[config.mk]
export PLATFORM = sky130hd
export DESIGN_NAME = sram_port_arbiter
export DESIGN_NICKNAME = d
export VERILOG_FILES = /design/src/rtl/sram_port_arbiter.sv
export SDC_FILE = /design/constraint.sdc
export NUM_CORES = 1
export LEC_CHECK = 0
export ABC_AREA = 1
export BUFFER_PORTS_ARGS = -buffer_cell sky130_fd_sc_hd__buf_4
export CORE_MARGIN = 1
export CORE_UTILIZATION = 49
export CTS_CLUSTER_SIZE = 30
export DETAILED_ROUTE_END_ITERATION = 12
export PLACE_DENSITY_LB_ADDON = 0.12
export SLEW_MARGIN = 10
export SYNTH_ARGS = -nofsm -noshare
export SYNTH_HDL_FRONTEND = slang
export SYNTH_SLANG_ARGS = --single-unit
[constraint.sdc]
create_clock -name clk -period 3.45 [get_ports clk]
set_clock_uncertainty 0.05 [all_clocks]
set_input_delay 0 -clock clk [delete_from_list [all_inputs] [get_ports clk]]
set_output_delay 0 -clock clk [all_outputs]
set_load 0.05 [all_outputs]
[src/rtl/sram_port_arbiter.sv]
// Two-port arbiter sharing one single-port synchronous SRAM.
// Data port wins conflicts; fetch is forced through after MAX_WAIT refusals.
module sram_port_arbiter #(
  parameter int ADDR_W   = 8,
  parameter int DATA_W   = 16,
  parameter int MAX_WAIT = 3
) (
  input  logic              clk,
  input  logic              rst,
  input  logic              f_req,
  input  logic [ADDR_W-1:0] f_addr,
  output logic              f_ready,
  output logic              f_rvalid,
  output logic [DATA_W-1:0] f_rdata,
  input  logic              d_req,
  input  logic              d_we,
  input  logic [ADDR_W-1:0] d_addr,
  input  logic [DATA_W-1:0] d_wdata,
  output logic              d_ready,
  output logic              d_rvalid,
  output logic [DATA_W-1:0] d_rdata,
  output logic [ADDR_W-1:0] mem_addr,
  output logic [DATA_W-1:0] mem_din,
  output logic              mem_we,
  output logic              mem_cs,
  input  logic [DATA_W-1:0] mem_dout,
  output logic [15:0]       conflict_cnt
);

  localparam logic [1:0] OWN_NONE = 2'd0;
  localparam logic [1:0] OWN_F    = 2'd1;
  localparam logic [1:0] OWN_D    = 2'd2;
  localparam logic [3:0] WAIT_MAX = 4'(MAX_WAIT);

  logic [3:0]        r_wait_cnt;
  logic [1:0]        r_owner;
  logic [15:0]       r_conflict;
  logic [ADDR_W-1:0] r_mem_addr;
  logic [DATA_W-1:0] r_mem_din;
  logic [DATA_W-1:0] r_f_rdata;
  logic [DATA_W-1:0] r_d_rdata;

  logic              w_force_f;
  logic              w_grant_d;
  logic              w_grant_f;
  logic              w_both;
  logic [ADDR_W-1:0] w_mem_addr;
  logic [DATA_W-1:0] w_mem_din;
  logic [1:0]        w_owner_nxt;

  assign w_both    = f_req & d_req;
  assign w_force_f = (r_wait_cnt == WAIT_MAX);
  // Grants are masked during reset so every output reads 0 immediately.
  assign w_grant_d = ~rst & d_req & ~(f_req & w_force_f);
  assign w_grant_f = ~rst & f_req & ~w_grant_d;

  always_comb begin
    w_mem_addr  = r_mem_addr;
    w_mem_din   = r_mem_din;
    w_owner_nxt = OWN_NONE;
    unique case (1'b1)
      w_grant_d: begin
        w_mem_addr  = d_addr;
        w_mem_din   = d_wdata;
        w_owner_nxt = d_we ? OWN_NONE : OWN_D;
      end
      w_grant_f: begin
        w_mem_addr  = f_addr;
        w_owner_nxt = OWN_F;
      end
      default: ;
    endcase
  end

  assign f_ready      = w_grant_f;
  assign d_ready      = w_grant_d;
  assign mem_cs       = w_grant_f | w_grant_d;
  assign mem_we       = w_grant_d & d_we;
  assign mem_addr     = w_mem_addr;
  assign mem_din      = w_mem_din;
  assign conflict_cnt = r_conflict;

  assign f_rvalid = (r_owner == OWN_F);
  assign d_rvalid = (r_owner == OWN_D);
  // Response data passes straight through; the registers hold it afterwards.
  assign f_rdata  = f_rvalid ? mem_dout : r_f_rdata;
  assign d_rdata  = d_rvalid ? mem_dout : r_d_rdata;

  always_ff @(posedge clk or posedge rst) begin
    if (rst) begin
      r_wait_cnt <= '0;
      r_owner    <= OWN_NONE;
      r_conflict <= '0;
      r_mem_addr <= '0;
      r_mem_din  <= '0;
      r_f_rdata  <= '0;
      r_d_rdata  <= '0;
    end else begin
      r_owner    <= w_owner_nxt;
      r_mem_addr <= w_mem_addr;
      r_mem_din  <= w_mem_din;
      if (f_req && !w_grant_f)
        r_wait_cnt <= w_force_f ? WAIT_MAX : r_wait_cnt + 4'd1;
      else
        r_wait_cnt <= '0;
      if (w_both && r_conflict != 16'hFFFF)
        r_conflict <= r_conflict + 16'd1;
      if (f_rvalid)
        r_f_rdata <= mem_dout;
      if (d_rvalid)
        r_d_rdata <= mem_dout;
    end
  end

endmodule

==> out/metrics.cfg, run 1 <==
[setup_path]
r2r_setup_slack_ns=1.07
start_kind=register
criticalPathCategory=reg -> reg
crit_end=r_mem_addr[4]$_DFF_PP0_
critical_path_required_ns=3.63
setup.worst_path.start=r_wait_cnt[0]$_DFF_PP0_
rr_startpoint=r_wait_cnt[0]$_DFF_PP0_
cp_max_fo=25
rr_endpoint=r_mem_addr[4]$_DFF_PP0_
cp.arrival_ns=2.55
reg2reg_depth=10
end_kind=register

[drt]
dr.pass1.iters=4
drc=0
routed_wl_um=9286
route.vias.total=3301
drt-initial-drc-count=232
detail-route-antenna-nets=0
detail_route.wl_per_cell_um=13.70
vias_per_cell=4.869

[floorplanning]
rows=30
io_pins=131
fp.dieW_um=85.46
die_area_um2=7303
core-area_um2=6756
chipHeight_um=85.46
start_util_pct=50.52

[global_routing]
overflow=0
grt_max_degree=79
grt_usage_pct=26.92
antenna_found_initial=0
first_global_vias=3346
grt_pass1_wl_um=15250

[logic_synthesis]
ys.flop_type=dfrtp_1
synthCells=411
synthArstFlopShare_pct=100.0
post_synth.cell_area_avg_um2=8.305
ys_seq_elements=78
synth_edf_count=0
synth_cell_type_count=23
netlist.area_leader.share_pct=57.18
seq_area_frac_synth_pct=57.18
synth.largest_area_cell=dfrtp_1
syn_nets=466
synth_area_um2=3413
yosys_warnings=0
synth_most_common_cell=nand2_1
yosys-top-cells-area=dfrtp_1, nand2_1, inv_1
synth_common_cells=nand2_1, dfrtp_1, inv_1

[clock_network]
cts_buffers=9
clock_path_buffers=2
cts_root_buf=clkbuf_8
clkLatencyLatePin_ns=0.34
path_clk_slew_ns=0.08
post_cts_buffers=0
htree_levels=3
cts.sinks=78
cts_tree=yes

[sta]
fin_crit_sh_pct=68.94
layout_setup_ws_ns=1.072
drv_slew=0
rsz0062_at_grt=false
worst_slew_pin_slew_ns=0.9636
period_minus_slack_ns=2.378
final-hold-violation-count=0
max_freq_mhz=420.4
slew_headroom_pct=35.76
setup_viol=0
final.setup.tns_ns=0

[placed_design]
hpwl_um=5540
dp_slack_ns=1.589
routabilityCongestion=0.8531
io_buffer_count=130
placedCellCount=611

[power_and_ir_drop]
clkPwrFrac_pct=27.0
p_comb_share_pct=36.1
p_per_area_nw_per_um2=582.4
pwr-share-seq_pct=37.0
ir_drop_mv=0.3177
p_sw_share_pct=38.26
switching_power_mw=1.155
leakage_nw=2.776
totalPowerFinal_mw=3.018
p_int_mw=1.863

[final_layout]
seq_area_um2=1952
syn_to_final_growth_pct=51.80
fillers=463
multi_input_area_um2=1235
num-nets-final=648
drive_gt1_share_pct=27.09
num_antenna_cells=0
stdcell_count=678

[run_status]
status=finished, final reports clean

[job]
cap_violations=0

[worst_hold_path]
hold_class=in -> reg

## cell usage in the layout (no fill, tap or decap), types with 9 or more instances in the layout
cell           count
inv_1             35
nand3_1           15
dlygate4sd3_1     51
nand2_1          179
buf_4            132
nor2_1            24
dfrtp_1           78
clkbuf_8           9
o21ai_1           17
o21ai_0           18
## sequential cells by signal, summed over array words and instances, names as in the netlist
name and flops:
r_d_rdata 16, r_owner 2, r_f_rdata 16, r_mem_din 16, conflict_cnt 16, r_mem_addr 8
r_wait_cnt 4
## final cells by class
class                           count  share of cell area, %
Tap cell                           80                  1.932
Clock buffer                        9                  2.391
Multi-Input combinational cell    280                  23.83
Timing Repair Buffer              183                  28.98
Sequential cell                    78                  37.67
Inverter                           41                  3.019
Clock inverter                      7                  2.173
## timing repair
action,4_1_cts,5_1_grt
gates resized for setup,0,0
endpoints found under the hold margin,140,0
hold buffers,51,0
## critical path, cell delays in order (launching register included)
cell           delay (ns)
dfrtp_1              0.38
ha_1                 0.20
nand2_1              0.06
nor2_1               0.16
nand2_1              0.07
nand2_1              0.06
buf_4                0.22
inv_2                0.22
nand2_1              0.12
nand3_1              0.12
dlygate4sd3_1        0.59
## layer usage
| metal | wire (µm) | vias up | track usage, % |
|---|---|---|---|
| li1 | - | 1634 | - |
| met3 | 452 | 22 | 4.767 |
| met2 | 4677 | 110 | 45.45 |
| met1 | 3910 | 1535 | 33.85 |
| met4 | 246 | 0 | 12.42 |
| met5 | 0 | - | 0 |
## power groups by stage
stage	registers (mW)	logic (mW)	clock network, mW
floorplan	1.19	0.637	0
global placement	1.12	1.01	0
detailed placement	1.13	1.02	0
CTS	1.11	1.08	0.825
global route	1.13	1.15	0.872
finish	1.12	1.09	0.814
## cells by family (layout without fill, tap and decap cells)
group / Yosys count / after routing / synth area share [%]
flops: 78 / 78 / 57.18
simple gates: 231 / 231 / 27.13
compound gates: 37 / 37 / 5.755
fa+ha+maj: 2 / 2 / 0.7330
buf+inv: 53 / 240 / 6.635
xor+xnor: 10 / 10 / 2.566
## worst min-delay path by stage
stage,startpoint,to,slack (ns),cells past startpoint
after floorplan,d_we,r_owner[1]$_DFF_PP0_,0.02,1
final,d_req,conflict_cnt[12]$_DFFE_PP0P_,0.13,5
after global placement,d_we,r_owner[1]$_DFF_PP0_,0.13,2
after detailed placement,d_we,r_owner[1]$_DFF_PP0_,0.13,2
after global routing,d_req,conflict_cnt[12]$_DFFE_PP0P_,0.15,5
after CTS,d_req,conflict_cnt[2]$_DFFE_PP0P_,0.12,5
## per-stage QoR
step	area (µm²)	hold slack (ns)	utilization (%)
2_1_floorplan	3413	0.01641	-
3_3_place_gp	4434	0.1313	65.63
3_5_place_dp	4434	0.1305	65.63
4_1_cts	5181	0.1218	76.69
5_1_grt	5181	0.1455	76.69
6_report	5181	0.1330	76.69
Power figures use the tool's default switching activity.
==> run 2, diff against run 1 <==
==> constraint.sdc (replaced) <==
create_clock -name clk -period 2.3 [get_ports clk]
set_clock_uncertainty 0.05 [all_clocks]
set_input_delay 0 -clock clk [delete_from_list [all_inputs] [get_ports clk]]
set_output_delay 0 -clock clk [all_outputs]
set_load 0.05 [all_outputs]
==> out/metrics.cfg, run 2 (synthesis gave the netlist of run 1 again) <==
[global_routing]
grt_max_degree=65
grt_pass1_wl_um=14990
overflow=0
first_global_vias=3290
antenna_found_initial=0
grt_usage_pct=26.68

[drt]
dr.pass1.iters=5
drc=0
vias_per_cell=4.801
detail_route.wl_per_cell_um=13.51
route.vias.total=3265
detail-route-antenna-nets=0
drt-initial-drc-count=153
routed_wl_um=9185

[worst_hold_path]
hold-path-endpoint=conflict_cnt[12]$_DFFE_PP0P_
min_from=d_req
hold_class=in -> reg
min_path_cells=5

[sta]
worst_slew_pin_slew_ns=0.5620
rsz0062_at_grt=false
slew_headroom_pct=62.50
drv_slew=0
setup_viol=0
fin_crit_sh_pct=91.68
final-hold-violation-count=0
max_freq_mhz=474.2
period_minus_slack_ns=2.109

[final_layout]
drive_gt1_share_pct=27.83
fillers=439
multi_input_area_um2=1244
num_antenna_cells=0
stdcell_count=680
final_common_cell=nand2_1
seq_area_um2=1952
final_cell_mix=nand2_1, buf_4, dfrtp_1
num-nets-final=650
syn_to_final_growth_pct=52.86

[setup_path]
rr_endpoint=r_mem_addr[6]$_DFF_PP0_
criticalPathCategory=reg -> reg
critical-path-top-delay-family=simple AND/OR/NAND/NOR gates
reg2reg_depth=10
r2r_setup_slack_ns=0.19
critical_path_required_ns=2.54
cpMostUsedCell=nand2_1
cp.arrival_ns=2.35
crit_chain=ha_1 -> nand2_1 -> nor2_2 -> nand2_1 -> nand2_2 -> nand2_2 -> inv_4 -> nand2_1 -> nand3_1 -> dlygate4sd3_1
rr_startpoint=r_wait_cnt[0]$_DFF_PP0_
critPathBufInv=2
cp_slowest_cell=dlygate4sd3_1
start_kind=register
cp_max_fo=10
end_kind=register
slowest_delay_ns=0.58

[power_and_ir_drop]
clkPwrFrac_pct=26.3
switching_power_mw=1.756
totalPowerFinal_mw=4.490
p_comb_share_pct=36.5
ir_drop_mv=0.4765
p_int_mw=2.734
pwr-share-seq_pct=37.2
leakage_nw=2.777
p_per_area_nw_per_um2=860.6
p_sw_share_pct=39.11

[clock_network]
path_clk_slew_ns=0.09
post_cts_buffers=0
cts_tree=yes
clock_path_buffers=2
cts_root_buf=clkbuf_8
cts_buffers=9
htree_levels=3
cts.sinks=78
clkLatencyLatePin_ns=0.36

[placed_design]
io_buffer_count=130
hpwl_um=5634
placedCellCount=613
routabilityCongestion=0.7984

[floorplanning]
die_area_um2=7303
io_pins=131
start_util_pct=50.52
core-area_um2=6756
chipHeight_um=85.46
rows=30
fp.dieW_um=85.46

[run_status]
status=finished, final reports clean

[job]
cap_violations=0

run 2: tightest hold or removal path: cells and delay by family:
family	cells	cell delay, ns
simple gates	3	0.26
buf+inv	2	0.22
run 2: worst max-delay path by stage:
| stage | start | to | slack, ns | cells past startpoint |
|---|---|---|---|---|
| floorplan | r_owner[1]$_DFF_PP0_ | r_f_rdata[10]$_DFF_PP0_ | -0.22 | 4 |
| global placement | r_wait_cnt[0]$_DFF_PP0_ | mem_din[5] | 0.59 | 9 |
| detailed placement | conflict_cnt[0]$_DFFE_PP0P_ | conflict_cnt[5]$_DFFE_PP0P_ | 0.51 | 8 |
| CTS | r_wait_cnt[0]$_DFF_PP0_ | r_mem_addr[4]$_DFF_PP0_ | 0.09 | 9 |
| global route | r_wait_cnt[0]$_DFF_PP0_ | r_mem_addr[7]$_DFF_PP0_ | 0.02 | 10 |
| finish | r_wait_cnt[0]$_DFF_PP0_ | r_mem_addr[6]$_DFF_PP0_ | 0.19 | 10 |
run 2: layer usage:
metal / up-vias / GRT usage [%] / share of wire (%)
met4: 0 / 8.485 / 0.99
met2: 112 / 46.76 / 51
met5: - / 0 / 0
met1: 1506 / 31.41 / 42
li1: 1636 / - / -
met3: 11 / 8.074 / 6.0
run 2: cell type report:
class	count	share of cell area, %
Sequential cell	78	37.41
Timing Repair Buffer	185	29.30
Multi-Input combinational cell	280	23.84
Inverter	41	3.118
Clock buffer	10	2.638
Tap cell	80	1.918
Clock inverter	6	1.775
run 2: stage by stage:
| stage | worst slack [ns] | TNS [ns] | hold WS [ns] | instance area (µm²) | util (%) |
|---|---|---|---|---|---|
| floorplan | -0.2219 | -3.760 | 0.01641 | 3421 | - |
| detailed placement | 0.5145 | 0 | -0.02545 | 4469 | 66.15 |
| CTS | 0.08933 | 0 | 0.1087 | 5210 | 77.11 |
| finish | 0.1913 | 0 | 0.1238 | 5218 | 77.22 |
| global placement | 0.5866 | 0 | -0.03008 | 4469 | 66.15 |
| global route | 0.01500 | 0 | 0.1450 | 5218 | 77.22 |
run 2: repair_timing:
item,CTS,global route
gates resized for setup,0,4
hold buffers,51,0
endpoints found under the setup margin,0,25
hold endpoints to repair,140,0
run 2: power by group through the flow:
stage	registers (mW)	clock network, mW	logic [mW]
2_1_floorplan	1.79	0	0.957
3_3_place_gp	1.69	0	1.52
3_5_place_dp	1.69	0	1.53
4_1_cts	1.67	1.20	1.63
5_1_grt	1.69	1.27	1.73
6_report	1.67	1.18	1.64
==> run 3, diff against run 2 <==
--- a/config.mk
+++ b/config.mk
@@ -11,7 +11,9 @@
 export CORE_UTILIZATION = 49
 export CTS_CLUSTER_SIZE = 30
 export DETAILED_ROUTE_END_ITERATION = 12
-export PLACE_DENSITY_LB_ADDON = 0.12
+export HOLD_SLACK_MARGIN = 0.15
+export PLACE_DENSITY = 0.86
+export SKIP_LAST_GASP = 1
 export SLEW_MARGIN = 10
 export SYNTH_ARGS = -nofsm -noshare
 export SYNTH_HDL_FRONTEND = slang
==> out/metrics.cfg, run 3 (synthesis gave the netlist of run 1 again) <==
[final_layout]
design_area_um2=5261
drive_gt1_share_pct=27.60
final_cell_mix=nand2_1, buf_4, dfrtp_1
syn_to_final_growth_pct=54.14
post-route-util_pct=77.87
final_common_cell=nand2_1
num-nets-final=655
stdcell_count=685
num_antenna_cells=0

[floorplanning]
start_util_pct=50.52
io_pins=131
die_area_um2=7303
fp.dieW_um=85.46
core-area_um2=6756
rows=30
chipHeight_um=85.46

[global_routing]
grt_usage_pct=26.49
antenna_found_initial=0
grt_pass1_wl_um=14790
overflow=0
grt_max_degree=79
first_global_vias=3249

[clock_network]
cts.sinks=78
path_clk_slew_ns=0.08
post_cts_buffers=0
cts_buffers=9
cts_root_buf=clkbuf_8
clkLatencyLatePin_ns=0.34
cts_tree=yes
htree_levels=3
clock_path_buffers=2

[power_and_ir_drop]
pwr-share-seq_pct=37.0
p_sw_share_pct=38.06
switching_power_mw=1.727
clkPwrFrac_pct=26.6
p_comb_share_pct=36.5
ir_drop_mv=0.4934
leakage_nw=2.802
totalPowerFinal_mw=4.536
p_int_mw=2.810
p_per_area_nw_per_um2=862.2

[setup_path]
critical_path_required_ns=2.53
cp.arrival_ns=2.42
cpMostUsedCell=nand2_1
critPathBufInv=2
slowest_delay_ns=0.57
end_kind=register
cp_slowest_cell=dlygate4sd3_1
crit_chain=ha_1 -> nand2_1 -> nor2_2 -> nand2_1 -> nand2_2 -> nand2_2 -> inv_4 -> nand2_1 -> nand3_1 -> dlygate4sd3_1
start_kind=register
criticalPathCategory=reg -> reg
critical-path-top-delay-family=simple AND/OR/NAND/NOR gates
cp_max_fo=10

[drt]
routed_wl_um=9337
route.vias.total=3353
vias_per_cell=4.895
drc=0
drt-initial-drc-count=222
detail_route.wl_per_cell_um=13.63
detail-route-antenna-nets=0
dr.pass1.iters=5

[run_status]
status=finished, final reports clean

[placed_design]
io_buffer_count=130
hpwl_um=5723
routabilityCongestion=0.8480
dpl_cell_area_um2=4457
placedCellCount=613

[sta]
final-hold-violation-count=0
slew_headroom_pct=36.99
period_minus_slack_ns=2.198
fin_crit_sh_pct=95.57
setup_viol=0
worst_slew_pin_slew_ns=0.9451
max_freq_mhz=455.0
drv_slew=0
hold_ws_ns=0.3089

[worst_hold_path]
hold_class=in -> reg

[job]
cap_violations=0

-- run 3: power groups by stage --
stage	sequential (mW)	combinational, mW	clock, mW
2_1_floorplan	1.79	0.957	0
3_3_place_gp	1.68	1.51	0
3_5_place_dp	1.70	1.54	0
4_1_cts	1.67	1.64	1.22
5_1_grt	1.70	1.75	1.28
6_report	1.68	1.65	1.21
-- run 3: timing repair --
item | 4_1_cts | 5_1_grt
endpoints found under the setup margin | 0 | 25
endpoints found under the hold margin | 154 | 0
hold buffers | 56 | 0
resized for setup | 0 | 4
-- run 3: final cells by class --
type                       instances  area [µm²]
sequential                        78        1952
inverter                          41       162.7
clock buffer                       9       123.9
fill                             438        1495
tap                               80       100.1
multi-input combinational        280        1244
timing repair buffer             190        1567
clock inverter                     7       112.6
-- run 3: worst paths after layout --
| check | from | endpoint | slack [ns] | cells past startpoint |
|---|---|---|---|---|
| worst max register to register | r_wait_cnt[0]$_DFF_PP0_ | r_mem_addr[7]$_DFF_PP0_ | 0.10 | 10 |
| worst min register to register | r_mem_din[11]$_DFF_PP0_ | r_mem_din[11]$_DFF_PP0_ | 0.44 | 2 |
| max in group asynchronous | rst | r_d_rdata[5]$_DFF_PP0_ | 1.06 | 4 |
| worst min-delay path | d_we | r_owner[1]$_DFF_PP0_ | 0.31 | 3 |
| worst max-delay path | r_wait_cnt[0]$_DFF_PP0_ | r_mem_addr[7]$_DFF_PP0_ | 0.10 | 10 |
| min in group asynchronous | rst | conflict_cnt[12]$_DFFE_PP0P_ | 0.52 | 4 |
-- run 3: stage by stage --
stage / setup WS [ns] / TNS, ns
3_3_place_gp: 0.6097 / 0
4_1_cts: 0.03336 / 0
5_1_grt: -0.02032 / -0.02032
3_5_place_dp: 0.5166 / 0
2_1_floorplan: -0.2219 / -3.760
6_report: 0.1020 / 0
-- run 3: worst reg2reg max path: cells and delay by family, from the launching register on --
family,cells,cell delay [ns]
buffers and inverters,2,0.71
and+or+nand+nor,7,0.78
DFF,1,0.39
adders and majority gates,1,0.21
-- run 3: routing by layer --
layer / vias to the layer above / track usage [%] / routed length (µm)
met3: 23 / 5.934 / 556
met5: - / 0 / 0
met4: 0 / 13.48 / 286
li1: 1649 / - / -
met1: 1541 / 30.38 / 3788
met2: 140 / 46.47 / 4706
